==> config.mk <==
export PLATFORM = sky130hd
export DESIGN_NAME = wbus_transfer_sequencer
export DESIGN_NICKNAME = d
export VERILOG_FILES = /design/src/rtl/wbus_transfer_sequencer_pkg.sv /design/src/rtl/wbus_onehot_dec.sv /design/src/rtl/wbus_transfer_sequencer.sv
export SDC_FILE = /design/constraint.sdc
export NUM_CORES = 1
export LEC_CHECK = 0
export BUFFER_PORTS_ARGS = -buffer_cell sky130_fd_sc_hd__buf_2
export CORE_MARGIN = 5
export CORE_UTILIZATION = 51
export DETAILED_ROUTE_END_ITERATION = 10
export GPL_ROUTABILITY_DRIVEN = 0
export PLACE_DENSITY_LB_ADDON = 0.12
export SLEW_MARGIN = 20
export SYNTH_ARGS = -nofsm -noshare
export SYNTH_HDL_FRONTEND = slang
export SYNTH_HIERARCHICAL = 1
export SYNTH_SLANG_ARGS = --single-unit
==> constraint.sdc <==
create_clock -name CLK -period 2.43 [get_ports CLK]
set_clock_uncertainty 0.2 [all_clocks]
set_input_delay 0.486 -clock CLK [delete_from_list [all_inputs] [get_ports CLK]]
set_output_delay 0.486 -clock CLK [all_outputs]
set_load 0.01 [all_outputs]
==> src/rtl/wbus_transfer_sequencer_pkg.sv <==
// Shared definitions for the WBUS transfer sequencer: FSM encoding and
// bus register indices.
package wbus_pkg;

  typedef enum logic [1:0] {
    ST_IDLE  = 2'd0,
    ST_DRIVE = 2'd1,
    ST_LOAD  = 2'd2,
    ST_DONE  = 2'd3
  } wbus_state_e;

  localparam int NREG_DEFAULT = 4;

  localparam logic [1:0] REG_A   = 2'd0;
  localparam logic [1:0] REG_TMP = 2'd1;
  localparam logic [1:0] REG_B   = 2'd2;
  localparam logic [1:0] REG_C   = 2'd3;

endpackage

==> src/rtl/wbus_onehot_dec.sv <==
// Index-to-one-hot decoder. The output is all zero when i_en is low
// or when i_idx is outside 0..NREG-1.
module wbus_onehot_dec #(
  parameter int NREG  = 4,
  parameter int SEL_W = 2
) (
  input  logic [SEL_W-1:0] i_idx,
  input  logic             i_en,
  output logic [NREG-1:0]  o_onehot
);

  // Compare the index against each register position.
  always_comb begin
    o_onehot = {NREG{1'b0}};
    for (int i = 0; i < NREG; i++) begin
      if (i_en && (i_idx == SEL_W'(i))) begin
        o_onehot[i] = 1'b1;
      end else begin
        o_onehot[i] = 1'b0;
      end
    end
  end

endmodule

==> src/rtl/wbus_transfer_sequencer.sv <==
// Sequences one WBUS register-to-register move per handshake through the
// states IDLE, DRIVE, LOAD and DONE. All outputs are registered.
module wbus_transfer_sequencer
  import wbus_pkg::*;
#(
  parameter int NREG  = NREG_DEFAULT,
  parameter int SEL_W = 2,
  parameter int CNT_W = 8
) (
  input  logic             CLK,
  input  logic             CLR,
  input  logic             req_valid,
  output logic             req_ready,
  input  logic [SEL_W-1:0] req_src,
  input  logic [SEL_W-1:0] req_dst,
  output logic [NREG-1:0]  E,
  output logic [NREG-1:0]  nL,
  output logic             busy,
  output logic             done,
  output logic             err,
  output logic [CNT_W-1:0] xfer_cnt
);

  localparam logic [SEL_W:0] NREG_W = (SEL_W + 1)'(NREG);

  wbus_state_e      r_state;
  logic [SEL_W-1:0] r_src;
  logic [SEL_W-1:0] r_dst;
  logic             r_err;

  wbus_state_e      w_state_nxt;
  logic [SEL_W-1:0] w_src_nxt;
  logic [SEL_W-1:0] w_dst_nxt;
  logic             w_err_nxt;
  logic             w_req_ok;
  logic             w_e_en;
  logic             w_l_en;
  logic [NREG-1:0]  w_e_dec;
  logic [NREG-1:0]  w_l_dec;

  assign w_req_ok = (req_src != req_dst) &&
                    ({1'b0, req_src} < NREG_W) &&
                    ({1'b0, req_dst} < NREG_W);

  // Next-state logic; the request fields are captured only on acceptance in IDLE.
  always_comb begin
    w_state_nxt = r_state;
    w_src_nxt   = r_src;
    w_dst_nxt   = r_dst;
    w_err_nxt   = r_err;
    case (r_state)
      ST_IDLE: begin
        if (req_valid) begin
          w_src_nxt   = req_src;
          w_dst_nxt   = req_dst;
          w_err_nxt   = !w_req_ok;
          w_state_nxt = w_req_ok ? ST_DRIVE : ST_DONE;
        end else begin
          w_state_nxt = ST_IDLE;
        end
      end
      ST_DRIVE: w_state_nxt = ST_LOAD;
      ST_LOAD:  w_state_nxt = ST_DONE;
      ST_DONE:  w_state_nxt = ST_IDLE;
      default:  w_state_nxt = ST_IDLE;
    endcase
  end

  // Enables are decoded from the next state, so the registered E/nL match the state they belong to.
  assign w_e_en = (w_state_nxt == ST_DRIVE) || (w_state_nxt == ST_LOAD);
  assign w_l_en = (w_state_nxt == ST_LOAD);

  wbus_onehot_dec #(.NREG(NREG), .SEL_W(SEL_W)) u_e_dec (
    .i_idx    (w_src_nxt),
    .i_en     (w_e_en),
    .o_onehot (w_e_dec)
  );

  wbus_onehot_dec #(.NREG(NREG), .SEL_W(SEL_W)) u_l_dec (
    .i_idx    (w_dst_nxt),
    .i_en     (w_l_en),
    .o_onehot (w_l_dec)
  );

  // State, captured request, registered outputs and transfer counter.
  always_ff @(posedge CLK or posedge CLR) begin
    if (CLR) begin
      r_state   <= ST_IDLE;
      r_src     <= {SEL_W{1'b0}};
      r_dst     <= {SEL_W{1'b0}};
      r_err     <= 1'b0;
      E         <= {NREG{1'b0}};
      nL        <= {NREG{1'b1}};
      req_ready <= 1'b1;
      busy      <= 1'b0;
      done      <= 1'b0;
      err       <= 1'b0;
      xfer_cnt  <= {CNT_W{1'b0}};
    end else begin
      r_state   <= w_state_nxt;
      r_src     <= w_src_nxt;
      r_dst     <= w_dst_nxt;
      r_err     <= w_err_nxt;
      E         <= w_e_dec;
      nL        <= ~w_l_dec;
      req_ready <= (w_state_nxt == ST_IDLE);
      busy      <= (w_state_nxt != ST_IDLE);
      done      <= (w_state_nxt == ST_DONE);
      err       <= (w_state_nxt == ST_DONE) && w_err_nxt;
      if (r_state == ST_LOAD) begin
        xfer_cnt <= xfer_cnt + CNT_W'(1);
      end else begin
        xfer_cnt <= xfer_cnt;
      end
    end
  end

endmodule

==> results of run 1 <==
==> cell type report <==
type                            instances  area share
Sequential cell                        27       0.507
Timing Repair Buffer                   29       0.115
Multi-Input combinational cell         51       0.304
Tap cell                               28      0.0260
Clock buffer                            3      0.0167
Inverter                               10      0.0279
Clock inverter                          1     0.00372
==> tightest hold or removal path, delay by kind of cell <==
kind | cells | cell delay [ns]
and+or+nand+nor | 2 | 0.13
buffers and inverters | 1 | 0.11
==> sequential cells by signal, indices dropped and copies added (netlist names) <==
register and flops:
E 4, busy 1, done 1, err 1, nL 4, r_dst 2
r_err 1, r_src 2, r_state 2, req_ready 1, xfer_cnt 8
==> how the worst min path moves through the flow <==
stage | start | end | cells past startpoint
detailed placement | CLR | xfer_cnt[7] | 2
CTS | req_valid | r_err | 3
global placement | CLR | xfer_cnt[7] | 2
finish | req_valid | r_err | 3
global route | req_valid | r_err | 3
floorplan | r_err | r_err | 2
==> cell families (layout without fill, tap and decap cells) <==
family | after synthesis | in the layout | synth area share
compound gates | 4 | 4 | 0.0220
xor+xnor | 9 | 9 | 0.0694
fa+ha+maj | 6 | 6 | 0.0661
buf+inv | 11 | 43 | 0.0397
flops | 27 | 27 | 0.600
mux | 5 | 5 | 0.0496
simple gates | 27 | 27 | 0.153
==> report_power, final <==
| part | internal, mW | total [mW] | switching (mW) | leakage (nW) |
|---|---|---|---|---|
| Combinational | 0.281 | 0.614 | 0.333 | 0.352 |
| Clock | 0.0618 | 0.189 | 0.127 | 0.0177 |
| Sequential | 0.624 | 0.703 | 0.0794 | 0.335 |
==> layout by cell type, fill, tap and decap left out, types with 2 or more instances in the layout <==
cell / n
mux2_2: 5
nor3b_2: 2
clkbuf_4: 3
xor2_1: 4
o21ai_0: 2
dfstp_2: 5
inv_1: 10
nor2_1: 2
and3b_1: 4
and3_2: 2
dfrtp_1: 22
nand2_1: 10
nand4_1: 3
ha_1: 6
buf_4: 2
xnor2_1: 5
buf_2: 26
==> layer usage <==
layer,vias to the layer above,wire length (um),share of wire,track usage
li1,353,-,-,-
met1,338,717,0.40,0.147
met2,20,928,0.52,0.206
met3,4,104,0.058,0.0249
met4,0,32,0.018,0.0596
met5,-,0,0,0
==> results.tsv, run 1 <==
stage	metric	value	unit
outcome	status	complete, no violations	
cells_and_area	Inserted Diodes	0	
clock_tree	htree depth	1	
placement	Post-DP Area	1310	um2
detailed_routing	via count	715	
clock_tree	total CTS buffers	3	
clock_tree	TritonCTS clock tree	built	
detailed_routing	first-pass detailed-route iteration total	4	
critical_path	CP peak stage delay	0.38	ns
timing	RSZ-0062 raised after global routing	no	
critical_path	FF-to-FF End	E[3]	
critical_path	R2R Setup Slk	0.51	ns
detailed_routing	drt drc	0	
die	Die Span X	57.2	um
critical_path	FF-to-FF Start	r_state[0]	
synthesis	leading area contributor after synthesis	dfrtp_1	
global_route	first-pass GRT wire length	3060	um
synthesis	area share of the largest cell type after synthesis	0.485	
timing	fin crit share	0.790	
global_route	grt total ovfl	0	
clock_tree	post-CTS setup buffer count	0	
global_route	initial antenna violation count	0	
critical_path	Crit path max-delay family	adder cells	
timing	Final Slew Violations	0	
synthesis	count leader, synth	dfrtp_1	
timing	Post-Route Setup TNS	0	ns
synthesis	Commonest cells post-synth	22 x dfrtp_1, 10 x inv_1, 10 x nand2_1	
power_and_ir_drop	VDD IR-drop max	0.000695	V
synthesis	Synth Register Bits	27	
detailed_routing	First DRT Iteration DRCs	16	
die	Die Span Y	57.2	um
clock_tree	Root Buffer	clkbuf_4	
die	Initial Util	0.524	
power_and_ir_drop	Design Power	1.51	mW
cells_and_area	final std cells w/o fill	149	
die	Boundary Pins	27	
timing	Worst slew margin	0.803	
timing	Final Critical Period	1.92	ns
detailed_routing	DR WL/cell	12.0	um
cells_and_area	area taken by multi-input logic gates	409	um2
cells_and_area	Seq. cell area	682	um2
critical_path	startpoint types	flop	
power_and_ir_drop	PD cells	1120	nW/um2
synthesis	mapped cell area	1140	um2
cells_and_area	design area	1350	um2
timing	final setup margin	0.510	ns
clock_tree	clk_lat worst skew	0.32	ns
critical_path	Critical Path RT	2.46	ns
cells_and_area	fillers	188	
critical_path	Stages on worst setup path	7	
critical_path	crit path capture type	flop	
placement	placed instance count	144	
global_route	pin count of the biggest net entering global routing	16	
placement	I/O Buffers	26	
critical_path	WS Path Type	flop to flop	
job	MaxCap Viol Count	0	
timing	f_max	521	MHz
die	die area	3270	um2
timing	Hold Vio Cnt, Final	0	
global_route	number of global-route vias before repair	684	
placement	Detail Placement HPWL	1430	um
synthesis	yosys warns	6	
critical_path	Worst EP arrival	1.95	ns
critical_path	cell mode on critical path	inv_1	
timing	slew of the pin with the lowest slew margin	0.296	ns
clock_tree	clk sinks	27	
cells_and_area	area grow syn2layout	18.5	%
die	Core ar.	2170	um2
synthesis	syn avg cell area	12.8	um2
clock_tree	CTS max path bufs	2	
clock_tree	post-cts resize count	0	
detailed_routing	Vias/cell	4.80	
critical_path	crit-path max FO	7	
clock_tree	Post-CTS Hold Fix Bufs	1	
critical_path	Crit. Startpoint	r_state[0]	
timing	Hold WS	0.226	ns
timing	final setup fails	0	
critical_path	Buf/Inv on CP	3	
detailed_routing	Routed WL	1780	um
synthesis	Post-synth EDFFs	0	
synthesis	post-synthesis cell count	89	
synthesis	sequential share of the synthesized area	0.600	
global_route	global-route usage over all layers	0.121	
min_path	HP Class	input port to flop	
synthesis	ys flop type	dfrtp_1	
critical_path	Worst path slowest cell	dfrtp_1	
cells_and_area	Layout Nets	135	
clock_tree	Reg clk slew, reported paths	0.14	ns
critical_path	Register-to-Register Path Depth	7	
critical_path	Cell Chain, Critical Path	inv_1 -> ha_1 -> inv_1 -> o21a_1 -> ha_1 -> inv_1 -> and3_2	
placement	dpl ws	0.438	ns
cells_and_area	share of cells above drive strength 1	0.397	
critical_path	CP endpoint	E[3]	
die	cell row count	17	
synthesis	leading post-synthesis cells by cell area	dfrtp_1 48%, dfstp_2 12%, ha_1 6.6%	
synthesis	Syn Nets	102	
detailed_routing	Routed Antenna Nets	0	
synthesis	Synth async-reset ratio	1.00	
synthesis	synth unique cells	21	
power_and_ir_drop	P_leak	0.705	nW
cells_and_area	Core Util, Final	0.621	
No activity file was read; power rests on OpenSTA's default activity.
==> run 2: changes to the inputs <==
CORE_UTILIZATION = 46   (was 51)
clock period = 1.7 ns   (was 2.43 ns; I/O delays follow)
==> run 2 against run 1 <==
Register-to-register slack lost 0.48 ns; sequential cell count is the same; cell area up 12%; first-iteration DRC count shrank 31%; global-route usage grew 1.9 points; routed wire length is 20% higher; cell count up 6.7%; largest cell class unchanged; highest routed layer unchanged.
==> results.tsv, run 2 (same netlist as run 1, synthesis figures left out) <==
stage	metric	value	unit	change
outcome	status	complete, no violations		
timing	Hold Vio Cnt, Final	0		unchanged
clock_tree	CTS max path bufs	2		unchanged
cells_and_area	share of cells above drive strength 1	0.550		+0.154
die	Die Span Y	59.7	um	+4.4%
timing	slew of the pin with the lowest slew margin	0.337	ns	+0.0410 ns
detailed_routing	Vias/cell	4.72		-1.7%
cells_and_area	most frequent cells in the layout	26 x buf_2, 22 x dfrtp_1, 9 x buf_4		
critical_path	startpoint types	flop		
cells_and_area	Inserted Diodes	0		unchanged
job	MaxCap Viol Count	0		unchanged
clock_tree	total CTS buffers	3		unchanged
clock_tree	clk_lat worst skew	0.33	ns	about the same
timing	RSZ-0062 raised after global routing	yes		
timing	Final Critical Period	1.67	ns	-0.246 ns
cells_and_area	design area	1510	um2	+12%
placement	placed instance count	150		+4.2%
die	Die Span X	59.7	um	+4.4%
cells_and_area	Core Util, Final	0.628		+0.00771
critical_path	cell mode on critical path	ha_4		
global_route	initial antenna violation count	0		unchanged
detailed_routing	Routed WL	2140	um	+20%
clock_tree	Root Buffer	clkbuf_4		
timing	Post-Route Setup TNS	0	ns	unchanged
timing	final setup fails	0		unchanged
cells_and_area	area grow syn2layout	33.3	%	
timing	f_max	597	MHz	+15%
critical_path	Crit path max-delay family	adder cells		
critical_path	WS Path Type	flop to flop		
clock_tree	htree depth	1		unchanged
cells_and_area	commonest non-fill, non-tap cell in the layout	buf_2		
placement	Detail Placement HPWL	1470	um	+2.9%
die	Boundary Pins	27		unchanged
detailed_routing	DR WL/cell	13.5	um	+13%
die	Initial Util	0.471		-0.0522
cells_and_area	top flop regs	xfer_cnt (8), E (4), nL (4)		
placement	Post-DP Area	1360	um2	+3.7%
global_route	global-route usage over all layers	0.141		+0.0194
critical_path	Cell Chain, Critical Path	inv_4 -> ha_4 -> nand2b_4 -> o21ai_4 -> ha_4 -> inv_2 -> and3_4		
critical_path	Critical Path RT	1.74	ns	-0.72 ns
power_and_ir_drop	P_leak	0.763	nW	+8.3%
clock_tree	clk sinks	27		unchanged
critical_path	crit path capture type	flop		
cells_and_area	final std cells w/o fill	159		+6.7%
detailed_routing	first-pass detailed-route iteration total	2		-2
detailed_routing	via count	750		+4.9%
global_route	number of global-route vias before repair	826		+21%
placement	I/O Buffers	26		unchanged
critical_path	Worst EP arrival	1.71	ns	-0.24 ns
cells_and_area	Reg with most FFs	xfer_cnt		
critical_path	Worst path slowest cell	dfrtp_1		
detailed_routing	First DRT Iteration DRCs	11		-5
detailed_routing	Routed Antenna Nets	0		unchanged
global_route	grt total ovfl	0		unchanged
clock_tree	Reg clk slew, reported paths	0.14	ns	about the same
cells_and_area	Largest register FFs	8		unchanged
timing	Worst slew margin	0.776		-0.0271
global_route	first-pass GRT wire length	3590	um	+17%
timing	fin crit share	0.985		+0.195
critical_path	CP peak stage delay	0.42	ns	+0.04 ns
timing	Final Slew Violations	0		unchanged
power_and_ir_drop	Design Power	2.69	mW	+79%
cells_and_area	Layout Nets	143		+5.9%
critical_path	Buf/Inv on CP	2		-1
die	die area	3560	um2	+8.9%
clock_tree	TritonCTS clock tree	built		
critical_path	crit-path max FO	4		-3
min_path	HP Class	input port to flop		
power_and_ir_drop	VDD IR-drop max	0.00125	V	+80%
global_route	pin count of the biggest net entering global routing	28		+12
detailed_routing	drt drc	0		unchanged
power_and_ir_drop	PD cells	1780	nW/um2	+59%
die	Core ar.	2410	um2	+11%
die	cell row count	18		+1
cells_and_area	fillers	196		+4.3%
==> run 2: changes by cell type in the layout (fill, tap and decap cells not counted), sizes merged <==
cell  before  now
buf       28   36
==> run 2: area by class of cell <==
cell class / count / area (um2) / share of cell area
Sequential cell: 27 / 682 / 0.450
Multi-Input combinational cell: 51 / 508 / 0.336
Timing Repair Buffer: 37 / 219 / 0.145
Inverter: 10 / 40.0 / 0.0264
Tap cell: 30 / 37.5 / 0.0248
Clock buffer: 3 / 22.5 / 0.0149
Clock inverter: 1 / 5.00 / 0.00331
==> run 2: per-layer routing <==
| metal | vias to the layer above | share of wire | GRT usage |
|---|---|---|---|
| met1 | 359 | 0.39 | 0.150 |
| met2 | 17 | 0.52 | 0.235 |
| met5 | - | 0 | 0 |
| met4 | 0 | 0.033 | 0.104 |
| met3 | 7 | 0.049 | 0.0389 |
| li1 | 367 | - | - |
==> run 2: repair_timing <==
item | in CTS | in global routing
endpoints found under the hold margin | 22 | 0
pin swaps | 2 | 4
hold buffers | 1 | 0
resized for setup | 8 | 12
buffers inserted | 5 | 0
setup endpoints to repair | 9 | 11
==> run 2: path summary, 6_finish.rpt <==
check                              end  slack [ns]  cells after the start        start
hold reg to reg            xfer_cnt[7]        0.27                      1  xfer_cnt[7]
setup reg to reg                  E[3]        0.03                      7   r_state[0]
hold / removal                r_dst[0]        0.11                      2   req_dst[0]
max in group asynchronous    req_ready        0.61                      4          CLR
setup / recovery                  E[3]        0.03                      7   r_state[0]
min in group asynchronous  xfer_cnt[1]        0.38                      4          CLR
==> run 2: through the flow <==
stage	setup slack, ns	hold slack (ns)
after global placement	-0.0302	0.212
final	0.0260	0.109
after CTS	-0.0113	0.0838
after global routing	-0.0323	0.100
after detailed placement	-0.0286	0.220
after floorplan	-0.00179	0.189
==> run 2: where the power goes <==
part	switching [mW]	total [mW]	internal, mW
Combinational	0.658	1.40	0.741
Sequential	0.122	1.01	0.892
Clock	0.189	0.277	0.0884
==> run 3: changes to the inputs <==
BUFFER_PORTS_ARGS = -buffer_cell sky130_fd_sc_hd__buf_4   (was -buffer_cell sky130_fd_sc_hd__buf_2)
SLEW_MARGIN = 10   (was 20)
==> run 3 against run 2 <==
Non-clock buffer count did not move; sequential power is essentially flat; utilization up 2.5 points; worst setup slack lost 0.021 ns; count of clock-buffer cells in the layout rose by 1; clock power shrank 4%; critical path type unchanged.
==> results.tsv, run 3 (same netlist as run 1, synthesis figures left out) <==
stage	metric	value	unit	change
cells_and_area	fillers	192		-2.0%
cells_and_area	share of cells above drive strength 1	0.543		-0.00775
cells_and_area	area grow syn2layout	38.5	%	
detailed_routing	drt drc	0		unchanged
critical_path	Cell Chain, Critical Path	inv_2 -> ha_4 -> nand2b_4 -> o21ai_4 -> ha_4 -> inv_4 -> and3b_1		
detailed_routing	Routed Antenna Nets	0		unchanged
min_path	WHS Path Cells	2		unchanged
critical_path	Critical Path RT	1.72	ns	-0.02 ns
cells_and_area	area taken by multi-input logic gates	508	um2	unchanged
detailed_routing	Vias/cell	4.77		+1.1%
critical_path	CP peak stage delay	0.40	ns	-0.02 ns
clock_tree	TritonCTS clock tree	built		
cells_and_area	top flop regs	xfer_cnt (8), E (4), nL (4)		
detailed_routing	DR WL/cell	13.6	um	+1.3%
critical_path	Register-to-Register Path Depth	7		unchanged
global_route	initial antenna violation count	0		unchanged
critical_path	crit path capture type	flop		
timing	fin crit share	0.997		+0.0124
global_route	global-route usage over all layers	0.130		-0.0104
cells_and_area	commonest non-fill, non-tap cell in the layout	buf_4		
cells_and_area	most frequent cells in the layout	36 x buf_4, 22 x dfrtp_1, 8 x nand2_1		
die	die area	3560	um2	unchanged
timing	RSZ-0062 raised after global routing	yes		
die	Core ar.	2410	um2	unchanged
clock_tree	clk sinks	27		unchanged
critical_path	FF-to-FF Start	r_state[0]		
timing	slew of the pin with the lowest slew margin	0.336	ns	-0.000504 ns
critical_path	startpoint types	flop		
clock_tree	htree depth	1		unchanged
critical_path	crit-path max FO	4		unchanged
die	cell row count	18		unchanged
detailed_routing	First DRT Iteration DRCs	13		+2
placement	Detail Placement HPWL	1490	um	+1.8%
cells_and_area	final std cells w/o fill	159		unchanged
min_path	HP Class	input port to flop		
global_route	grt total ovfl	0		unchanged
clock_tree	Root Buffer	clkbuf_4		
timing	Worst slew margin	0.776		about the same
clock_tree	clk_lat worst skew	0.32	ns	about the same
placement	I/O Buffers	26		unchanged
critical_path	WS Path Type	flop to flop		
cells_and_area	design area	1570	um2	+4.0%
critical_path	Worst path slowest cell	dfrtp_1		
placement	placed instance count	150		unchanged
critical_path	Worst EP arrival	1.72	ns	about the same
cells_and_area	Layout Nets	143		unchanged
cells_and_area	Largest register FFs	8		unchanged
clock_tree	total CTS buffers	3		unchanged
timing	Hold Vio Cnt, Final	0		unchanged
global_route	pin count of the biggest net entering global routing	28		unchanged
die	Boundary Pins	27		unchanged
detailed_routing	Routed WL	2170	um	+1.3%
clock_tree	CTS max path bufs	2		unchanged
critical_path	cell mode on critical path	ha_4		
cells_and_area	Inserted Diodes	0		unchanged
cells_and_area	Reg with most FFs	xfer_cnt		
global_route	number of global-route vias before repair	774		-6.3%
cells_and_area	Seq. cell area	682	um2	unchanged
outcome	status	complete, no violations		
detailed_routing	via count	758		+1.1%
timing	Final Slew Violations	0		unchanged
clock_tree	Reg clk slew, reported paths	0.13	ns	about the same
min_path	Hold Crit Start	req_dst[1]		
timing	f_max	590	MHz	-1.2%
timing	final setup fails	0		unchanged
cells_and_area	Core Util, Final	0.653		+0.0249
power_and_ir_drop	P_leak	0.771	nW	+0.98%
power_and_ir_drop	PD cells	1760	nW/um2	-1.2%
power_and_ir_drop	VDD IR-drop max	0.00127	V	+2.0%
die	Die Span Y	59.7	um	unchanged
timing	Final Critical Period	1.70	ns	+0.0211 ns
critical_path	Crit. Startpoint	r_state[0]		
job	MaxCap Viol Count	0		unchanged
detailed_routing	first-pass detailed-route iteration total	2		unchanged
global_route	first-pass GRT wire length	3320	um	-7.5%
die	Initial Util	0.471		unchanged
placement	Post-DP Area	1420	um2	+4.8%
die	Die Span X	59.7	um	unchanged
[run 3: metal layers]
layer	global-route usage	wire length (um)	vias up
met5	0	0	-
met1	0.136	833	370
li1	-	-	368
met4	0.0759	50	0
met3	0.0367	99	5
met2	0.230	1190	15
[run 3: through the flow]
| stage | worst slack, ns | hold WS (ns) | total power [mW] | TNS [ns] |
|---|---|---|---|---|
| after floorplan | -0.00179 | 0.189 | 1.69 | -0.00179 |
| after global placement | -0.0322 | 0.227 | 2.09 | -0.0851 |
| after detailed placement | -0.0573 | 0.237 | 2.14 | -0.375 |
| after CTS | 0.00387 | 0.0909 | 2.54 | 0 |
| after global routing | -0.0419 | 0.115 | 2.95 | -0.184 |
| final | 0.00490 | 0.128 | 2.76 | 0 |
[run 3: repair_timing]
item | in CTS | in global routing
pin swaps | 2 | 2
hold buffers | 1 | 0
buffers inserted | 3 | 1
resized for setup | 6 | 12
endpoints found under the setup margin | 8 | 10
hold endpoints to repair | 22 | 0
[run 3: final timing paths]
path	to	slack (ns)
max	E[1]	0.005
min	r_dst[1]	0.13
max reg2reg	E[1]	0.005
min reg2reg	xfer_cnt[7]	0.28
max in group asynchronous	nL[2]	0.57
min in group asynchronous	xfer_cnt[1]	0.44
[run 3: cell type report]
| class | count | area share |
|---|---|---|
| flip-flops and latches | 27 | 0.433 |
| multi-input cells | 51 | 0.323 |
| repair buffers | 37 | 0.178 |
| inverters | 10 | 0.0254 |
| well taps | 30 | 0.0238 |
| clock buffers | 4 | 0.0167 |
[run 3: where the power goes]
group          total (mW)  internal, mW  switching [mW]
registers            1.02         0.893           0.129
logic                1.47         0.816           0.658
clock network       0.267        0.0919           0.175
[run 3: critical path, delay by kind of cell (launching register included)]
kind            cells  cell delay (ns)
compound gates      1             0.07
fa+ha+maj           2             0.47
buf+inv             2             0.15
flops               1             0.40
simple gates        2             0.30
